--- config.mk ---
export PLATFORM = sky130hd
export DESIGN_NAME = ooo_dispatch_buffer
export DESIGN_NICKNAME = d
export VERILOG_FILES = /design/src/rtl/ooo_dispatch_buffer.sv
export SDC_FILE = /design/constraint.sdc
export NUM_CORES = 2
export LEC_CHECK = 0
export BUFFER_PORTS_ARGS = -buffer_cell sky130_fd_sc_hd__buf_2
export CAP_MARGIN = 10
export CORE_MARGIN = 5
export CORE_UTILIZATION = 44
export DETAILED_ROUTE_END_ITERATION = 8
export PLACE_DENSITY = 0.66
export SLEW_MARGIN = 20
export SYNTH_ARGS = -nofsm -noshare
export SYNTH_HDL_FRONTEND = slang
export SYNTH_SLANG_ARGS = --single-unit
--- constraint.sdc ---
create_clock -name CLK -period 6.8 [get_ports CLK]
set_input_delay 2.04 -clock CLK [delete_from_list [all_inputs] [get_ports CLK]]
set_output_delay 2.04 -clock CLK [all_outputs]
set_load 0.005 [all_outputs]
--- src/rtl/ooo_dispatch_buffer.sv ---
// ooo_dispatch_buffer: routes decoded packets into per-functional-unit FIFOs,
// tags each accepted packet with a program-order sequence number, and lets
// every execute unit drain its own queue through an independent valid/ready.
module ooo_dispatch_buffer #(
  parameter int NUM_FU    = 5,
  parameter int DEPTH     = 4,
  parameter int PAYLOAD_W = 128,
  parameter int SEQ_W     = 6,
  localparam int FU_W     = $clog2(NUM_FU),
  localparam int CNT_W    = $clog2(DEPTH) + 1
) (
  input  logic                        CLK,
  input  logic                        RST,
  input  logic                        flush,
  input  logic                        dec_valid,
  output logic                        dec_ready,
  input  logic [FU_W-1:0]             dec_fu,
  input  logic                        dec_halt,
  input  logic [PAYLOAD_W-1:0]        dec_payload,
  output logic [NUM_FU-1:0]           fu_valid,
  input  logic [NUM_FU-1:0]           fu_ready,
  output logic [NUM_FU*PAYLOAD_W-1:0] fu_payload,
  output logic [NUM_FU*SEQ_W-1:0]     fu_seq,
  output logic [NUM_FU*CNT_W-1:0]     fu_count,
  output logic                        halted
);

  localparam int PTR_W = $clog2(DEPTH);

  logic [PAYLOAD_W-1:0] r_pay   [NUM_FU][DEPTH];
  logic [SEQ_W-1:0]     r_tag   [NUM_FU][DEPTH];
  logic [PTR_W-1:0]     r_wptr  [NUM_FU];
  logic [PTR_W-1:0]     r_rptr  [NUM_FU];
  logic [CNT_W-1:0]     r_count [NUM_FU];
  logic [SEQ_W-1:0]     r_seq;
  logic                 r_halted;

  logic                 w_sel_full;
  logic                 w_in_range;
  logic                 w_accept;
  logic [NUM_FU-1:0]    w_enq;
  logic [NUM_FU-1:0]    w_deq;
  logic [NUM_FU-1:0]    w_valid;

  // Decode the target channel; out-of-range indices never count as full.
  always_comb begin
    w_sel_full = 1'b0;
    w_in_range = 1'b0;
    for (int i = 0; i < NUM_FU; i++) begin
      if (dec_fu == FU_W'(i)) begin
        w_in_range = 1'b1;
        if (r_count[i] == CNT_W'(DEPTH)) w_sel_full = 1'b1;
      end
    end
  end

  // A full channel blocks even while draining: no same-cycle dequeue credit.
  assign dec_ready = !r_halted && !flush && !w_sel_full;
  assign w_accept  = dec_valid && dec_ready;
  assign halted    = r_halted;

  // Per-channel enqueue/dequeue strobes and head-of-queue outputs.
  always_comb begin
    w_enq      = '0;
    w_valid    = '0;
    fu_payload = '0;
    fu_seq     = '0;
    fu_count   = '0;
    for (int i = 0; i < NUM_FU; i++) begin
      w_enq[i]                             = w_accept && (dec_fu == FU_W'(i));
      w_valid[i]                           = (r_count[i] != '0);
      fu_payload[i*PAYLOAD_W +: PAYLOAD_W] = r_pay[i][r_rptr[i]];
      fu_seq[i*SEQ_W +: SEQ_W]             = r_tag[i][r_rptr[i]];
      fu_count[i*CNT_W +: CNT_W]           = r_count[i];
    end
  end

  assign fu_valid = w_valid;
  assign w_deq    = w_valid & fu_ready;

  // FIFO storage, pointers, counts, sequence tag and halt flag.
  always_ff @(posedge CLK) begin
    if (RST) begin
      for (int i = 0; i < NUM_FU; i++) begin
        for (int j = 0; j < DEPTH; j++) begin
          r_pay[i][j] <= '0;
          r_tag[i][j] <= '0;
        end
        r_wptr[i]  <= '0;
        r_rptr[i]  <= '0;
        r_count[i] <= '0;
      end
      r_seq    <= '0;
      r_halted <= 1'b0;
    end else if (flush) begin
      // Storage is left stale; only the bookkeeping is cleared.
      for (int i = 0; i < NUM_FU; i++) begin
        r_wptr[i]  <= '0;
        r_rptr[i]  <= '0;
        r_count[i] <= '0;
      end
      r_halted <= 1'b0;
    end else begin
      for (int i = 0; i < NUM_FU; i++) begin
        if (w_enq[i]) begin
          r_pay[i][r_wptr[i]] <= dec_payload;
          r_tag[i][r_wptr[i]] <= r_seq;
          r_wptr[i]           <= r_wptr[i] + 1'b1;
        end
        if (w_deq[i]) r_rptr[i] <= r_rptr[i] + 1'b1;
        case ({w_enq[i], w_deq[i]})
          2'b10:   r_count[i] <= r_count[i] + 1'b1;
          2'b01:   r_count[i] <= r_count[i] - 1'b1;
          default: r_count[i] <= r_count[i];
        endcase
      end
      // Dropped (out-of-range) packets neither consume a tag nor halt.
      if (w_accept && w_in_range) begin
        r_seq <= r_seq + 1'b1;
        if (dec_halt) r_halted <= 1'b1;
      end
    end
  end

endmodule

; ---- Yosys cells after proc, flatten, opt, wreduce, memory -nomap -nowiden
; Memory sizes are Yosys's and may differ from the RTL's.
; Cells that the tools add are included.
[classes]
n_lt_le_gt_ge = 15
muxes = 2900
n_addsub = 21
eq_ne = 19
bitwise_logic = 2732
n_reduce_logical = 31
[op_table]
columns = cell, n
row1 = $mux W1, 2800
row2 = $or A1 B1 Y1, 2720
row3 = $mux W512, 5
row4 = $mux W128, 15
row5 = $bmux W128 S2, 5
row6 = $demux W128 S2, 5
row7 = $mux W24, 5
row8 = $mux W6, 15
row9 = $bmux W6 S2, 5
row10 = $demux W6 S2, 5
row11 = $mux W3, 20
row12 = $mux W2, 20
row13 = $ge A3 B3 Y1 const B, 10
row14 = $not A2 Y3, 10
row15 = $add A2 B1 Y2 const B, 10
row16 = $eq A3 B3 Y1 const B, 6
row17 = $add A3 B1 Y3 const B, 5
row18 = $lt A3 B1 Y1 const B, 5
row19 = $reduce_bool A3 Y1, 5
row20 = $sub A3 B1 Y3 const B, 5
row21 = $logic_and A1 B1 Y1, 14
row22 = $reduce_or A2 Y1, 6
row23 = $eq A2 B1 Y1 const B, 5
row24 = $eq A2 B2 Y1 const B, 5
row25 = 8 further kinds, 12
[word_totals]
regBits = 7
output_inout_bits = 692
in_bits = 141
word_cells = 5725
ram_bits = 2715
mem_count = 5
[mem_list]
columns = memory, depth, word_bits, rd, rd_ports_with_merged_regs, write_ports, line
row1 = r_pay, 5, 512, 5, 0, 5, 30  ; logic [PAYLOAD_W-1:0] r_pay [NUM_FU][DEPTH];
row2 = r_tag, 5, 24, 5, 0, 5, 31  ; logic [SEQ_W-1:0] r_tag [NUM_FU][DEPTH];
row3 = r_count, 5, 3, 5, 0, 5, 34  ; logic [CNT_W-1:0] r_count [NUM_FU];
row4 = r_rptr, 5, 2, 5, 0, 5, 33  ; logic [PTR_W-1:0] r_rptr [NUM_FU];
row5 = r_wptr, 5, 2, 5, 0, 5, 32  ; logic [PTR_W-1:0] r_wptr [NUM_FU];

; ---- Longest topological paths before layout
; An unclocked memory read counts as a cell.
[logic_depth]
depth_word = 24
ltp_mapped = 14
ltp_nobuf = 12

; ---- Worst setup path before layout
; No wires, ideal clock.
[synth_timing]
path_kind = in2reg
startpoint = input dec_fu[1]
endpoint = memory r_pay[0][1536] (netlist name) (enable)
t_arrival_ns = 5.180
path_slack_ns = 1.183
path_buffers = 3
path_stages = 8
required_time_ns = 6.363
setup_time_ns = 0.437
path_cell_list = buf_2 -> nor3b_2 -> a32oi_1 -> nand4_4 -> buf_4 -> nor2_4 -> buf_2 -> or2_2
[synth_lines]
columns = item, line
row1 = start: declaration, 17  ; input logic [FU_W-1:0] dec_fu,
row2 = end: declaration, 30

; ---- Worst setup path in the final report
[layout_timing]
startpoint = input dec_fu[1]
endpoint = output dec_ready
[layout_via]
elab_chain_len = 12
word_cells_on_any_way = 16
cone_classes = eq/ne (4) / mux (9) / reduce/logical (3)
[layout_lines]
columns = item, line
row1 = $logic_not A3 Y1, 50  ; if (dec_fu == FU_W'(i)) begin
row2 = $mux W1, 50
row3 = $mux W1, 52  ; if (r_count[i] == CNT_W'(DEPTH)) w_sel_full = 1'b1;
row4 = $mux W1, 50
row5 = $mux W1, 52
row6 = $mux W1, 50
row7 = $mux W1, 52
row8 = $mux W1, 50
row9 = $mux W1, 52
row10 = $mux W1 (*), 50
row11 = $logic_not A1 Y1 (*), 58  ; assign dec_ready = !r_halted && !flush && !w_sel_full;
row12 = $logic_and A1 B1 Y1 (*), 58
row13 = end: declaration, 16  ; output logic dec_ready,
; Mark *: on every way between the ends. The rest lies on a longest branch, timed or not.

==> results by group <==
Floorplanning
  • Die Y: 528 µm
  • Core Region: 268000 µm²
  • Die X-Extent: 528 µm
  • Die area: 279000 µm²
  • Starting Density: 0.441
  • Row cnt: 190
  • Ports: 833

Layout
  • Share of post-route cells with drive strength above 1: 0.272
  • Commonest cells after routing, fill and taps aside: edfxtp_1, and2_1, buf_2
  • Most common cell after layout, fill and taps aside: edfxtp_1
  • Fill count: 21900
  • Total Nets Final: 7825
  • P&R area growth vs syn: 15.3%

Clock network
  • CTS buffer count: 301
  • Setup bufs post-CTS: 0
  • CTS tree: yes
  • CTS root buffer: clkbuf_16
  • # resized after CTS: 0
  • Clk buf depth: 4
  • Clock latency on the worst-skew pair: 0.89 ns
  • CTS clock-pin slew for the worst setup and hold paths: 0.06 ns
  • Clk sinks: 2722
  • CTS H-Tree Depth: 5
  • Hold_buf cts: 0

Pwr
  • P_leak: 50.4 nW
  • Power Dens Cells: 290 nW/µm²
  • Pwr Total: 0.0395 W
  • Maximum vdd drop: 0.000214 V

Routing
  • Post-Route WL: 338000 µm
  • Average vias per placed instance: 5.57
  • Routed Antenna Nets: 0
  • Metal1 wirelength: 128000 µm
  • WL/cell: 29.6 µm
  • Pre-antenna DRT Iters: 5
  • WL met3: 34700 µm
  • DR iter-0 viols: 6604
  • Final routed DRC violation total: 0
  • Via count: 63700
  • Met2 wire len: 165000 µm
  • Top Metal Used: met5

Setup path
  • Reg-to-reg setup timing slack: 3.03 ns
  • WS Path Type: input port to primary output
  • Reg2Reg Capture Point: r_pay[0][905]$_SDFFCE_PN0P_
  • Worst path max stage delay: 0.51 ns
  • Most frequent CP cell: buf_2
  • Critical Path Start Type: input port
  • RR Startpoint: r_count[4][0]$_DFFE_PP_
  • Top fanout value on the critical path: 10
  • Critical-path top delay cell: nor3b_2
  • Cell chain of the critical path: buf_2 > nor3b_2 > a32oi_1 > nand3_1 > inv_1 > buf_2
  • Worst path arrival time: 3.51 ns
  • CP delay by family, top: simple AND/OR/NAND/NOR gates
  • Crit end category: primary output
  • Worst R2R Path Depth: 8
  • Worst path buffer plus inverter count: 3
  • CP required: 4.76 ns

Timing
  • Setup-failing EPs final: 0
  • Part of the cycle the worst path needs: 0.816
  • Tightest Pin Transition: 1.04 ns
  • Worst Skew: 0.0468 ns
  • Max Slew Vio Count: 0
  • Final-report hold violation count: 0
  • Fmax: 180 MHz
  • RSZ-0062 raised after global routing: no
  • Fin crit period: 5.55 ns
  • Fin Setup TNS: 0 ns
  • Headroom to the max-slew limit: 0.307

Synth
  • Synthesized flop and latch total: 2722
  • Yosys warns: 0
  • Mapped cell area: 118000 µm²
  • Post-Syn Instances: 7052
  • Ys flop type: edfxtp_1
  • Synth area leaders: edfxtp_1, and2_1, mux4_2, clkbuf_1, ha_1
  • Ys async rst share: 0
  • Sequential fraction of the synthesis area: 0.691
  • Net Count, Synth: 7227
  • EDFF count, synth: 2715
  • Largest area contributor in the netlist: edfxtp_1
  • Mean Syn Cell Area: 16.8 µm²
  • Unique masters post-synth: 46
  • Synth top area share: 0.690

GRT
  • Initial antenna violation count: 19
  • Vias in the first global route: 64800
  • Tot GR Track Use: 0.239
  • First-pass GRT wire length: 483000 µm
  • Pin count of the biggest net entering global routing: 134
  • Overflow after GRT: 0

Status
  • Outcome: finished clean

Place
  • Port Buffers: 832
  • Routability cong.: 0.795
  • DPL Wire Length: 203000 µm

Hold path
  • Hold path startpoint: halted$_SDFFE_PP0P_
  • Hold endpoint: halted$_SDFFE_PP0P_
  • WHS Path Cells: 2
  • Worst min-delay path category: flip-flop to flip-flop

Job
  • Max Cap Viol: 0
==> Yosys cell counts, types with 2 or more instances <==
master,number
and2_1,2667
o21ai_0,7
mux2i_1,2
xnor2_1,13
nand2_1,29
nor2b_1,2
nor3b_1,3
xor2_1,2
nor3_2,3
or3_1,8
clkbuf_1,562
nor2_4,15
nand3_1,17
buf_4,9
ha_1,30
or2_2,21
nor4b_1,2
dfxtp_1,7
fa_1,4
edfxtp_1,2715
mux4_2,670
nor2_1,42
buf_1,68
a21o_1,3
nand2b_1,6
inv_1,28
nor4_1,4
a21oi_1,4
buf_2,27
nor3_1,18
o31ai_1,3
clkbuf_2,47
==> per-stage QoR <==
| stage | utilization | hold slack [ns] | setup WS [ns] | cell area (µm²) | cells |
|---|---|---|---|---|---|
| 2_1_floorplan | - | 0.452 | 1.18 | 118000 | 7052 |
| 5_1_grt | 0.509 | 0.542 | 1.19 | 136000 | 11400 |
| 3_3_place_gp | 0.473 | 0.463 | 1.28 | 126000 | 10900 |
| 4_1_cts | 0.509 | 0.492 | 1.26 | 136000 | 11400 |
| 6_report | 0.509 | 0.498 | 1.25 | 136000 | 11400 |
| 3_5_place_dp | 0.473 | 0.484 | 1.26 | 127000 | 10900 |
==> where the power goes <==
group          internal (W)  switching [W]  total [W]
Combinational       0.00163        0.00255    0.00418
Sequential           0.0190       0.000182     0.0192
Clock               0.00942        0.00671     0.0161
Total                0.0300        0.00944     0.0395
==> worst register-to-register path: stages, from the launching register on <==
cell,delay [ns]
edfxtp_1,0.41
inv_1,0.08
ha_1,0.25
a311oi_2,0.38
nand4_4,0.51
buf_4,0.44
nor2_4,0.17
or2_4,0.76
buf_12,0.42
==> worst max path at each step <==
stage	startpoint	endpoint	slack, ns	cells after the start
final	dec_fu[1]	dec_ready	1.25	6
after global routing	dec_fu[1]	dec_ready	1.19	6
after CTS	dec_fu[1]	dec_ready	1.26	6
after detailed placement	dec_fu[1]	dec_ready	1.26	6
after global placement	dec_fu[1]	dec_ready	1.28	6
after floorplan	dec_fu[1]	r_pay[0][1536]$_SDFFCE_PN0P_	1.18	8
==> sequential cells by signal (all words and copies together) (netlist names) <==
register,cells
halted,1
r_count,15
r_pay,2560
r_rptr,10
r_seq,6
r_tag,120
r_wptr,10
==> final cells by class <==
| cell class | count | area [µm²] | share of cell area |
|---|---|---|---|
| flip-flops and latches | 2722 | 81700 | 0.600 |
| diodes | 12 | 30.0 | 0.000220 |
| clock buffers | 373 | 7950 | 0.0584 |
| well taps | 3552 | 4440 | 0.0326 |
| repair buffers | 1009 | 6630 | 0.0487 |
| inverters | 28 | 105 | 0.000772 |
| clock inverters | 157 | 1720 | 0.0127 |
| multi-input cells | 3588 | 33700 | 0.247 |
==> layer usage <==
metal,vias up,GRT usage
met5,-,0
met4,8,0.0663
met3,464,0.0667
met2,2790,0.392
met1,33600,0.315
li1,26900,-
==> logic make-up (layout without fill, tap and decap cells) <==
group                      after synthesis  after routing  synth area share
and+or+nand+nor                       2844           2844             0.150
adders and majority gates               34             34           0.00385
buffers and inverters                  742           1567            0.0247
AOI/OAI and AO/OA                       22             22           0.00132
muxes                                  673            673             0.128
xor gates and xnor gates                15             15           0.00111
other                                    0             12                 0
DFF                                   2722           2722             0.691
(Power assumes the default switching activity.)
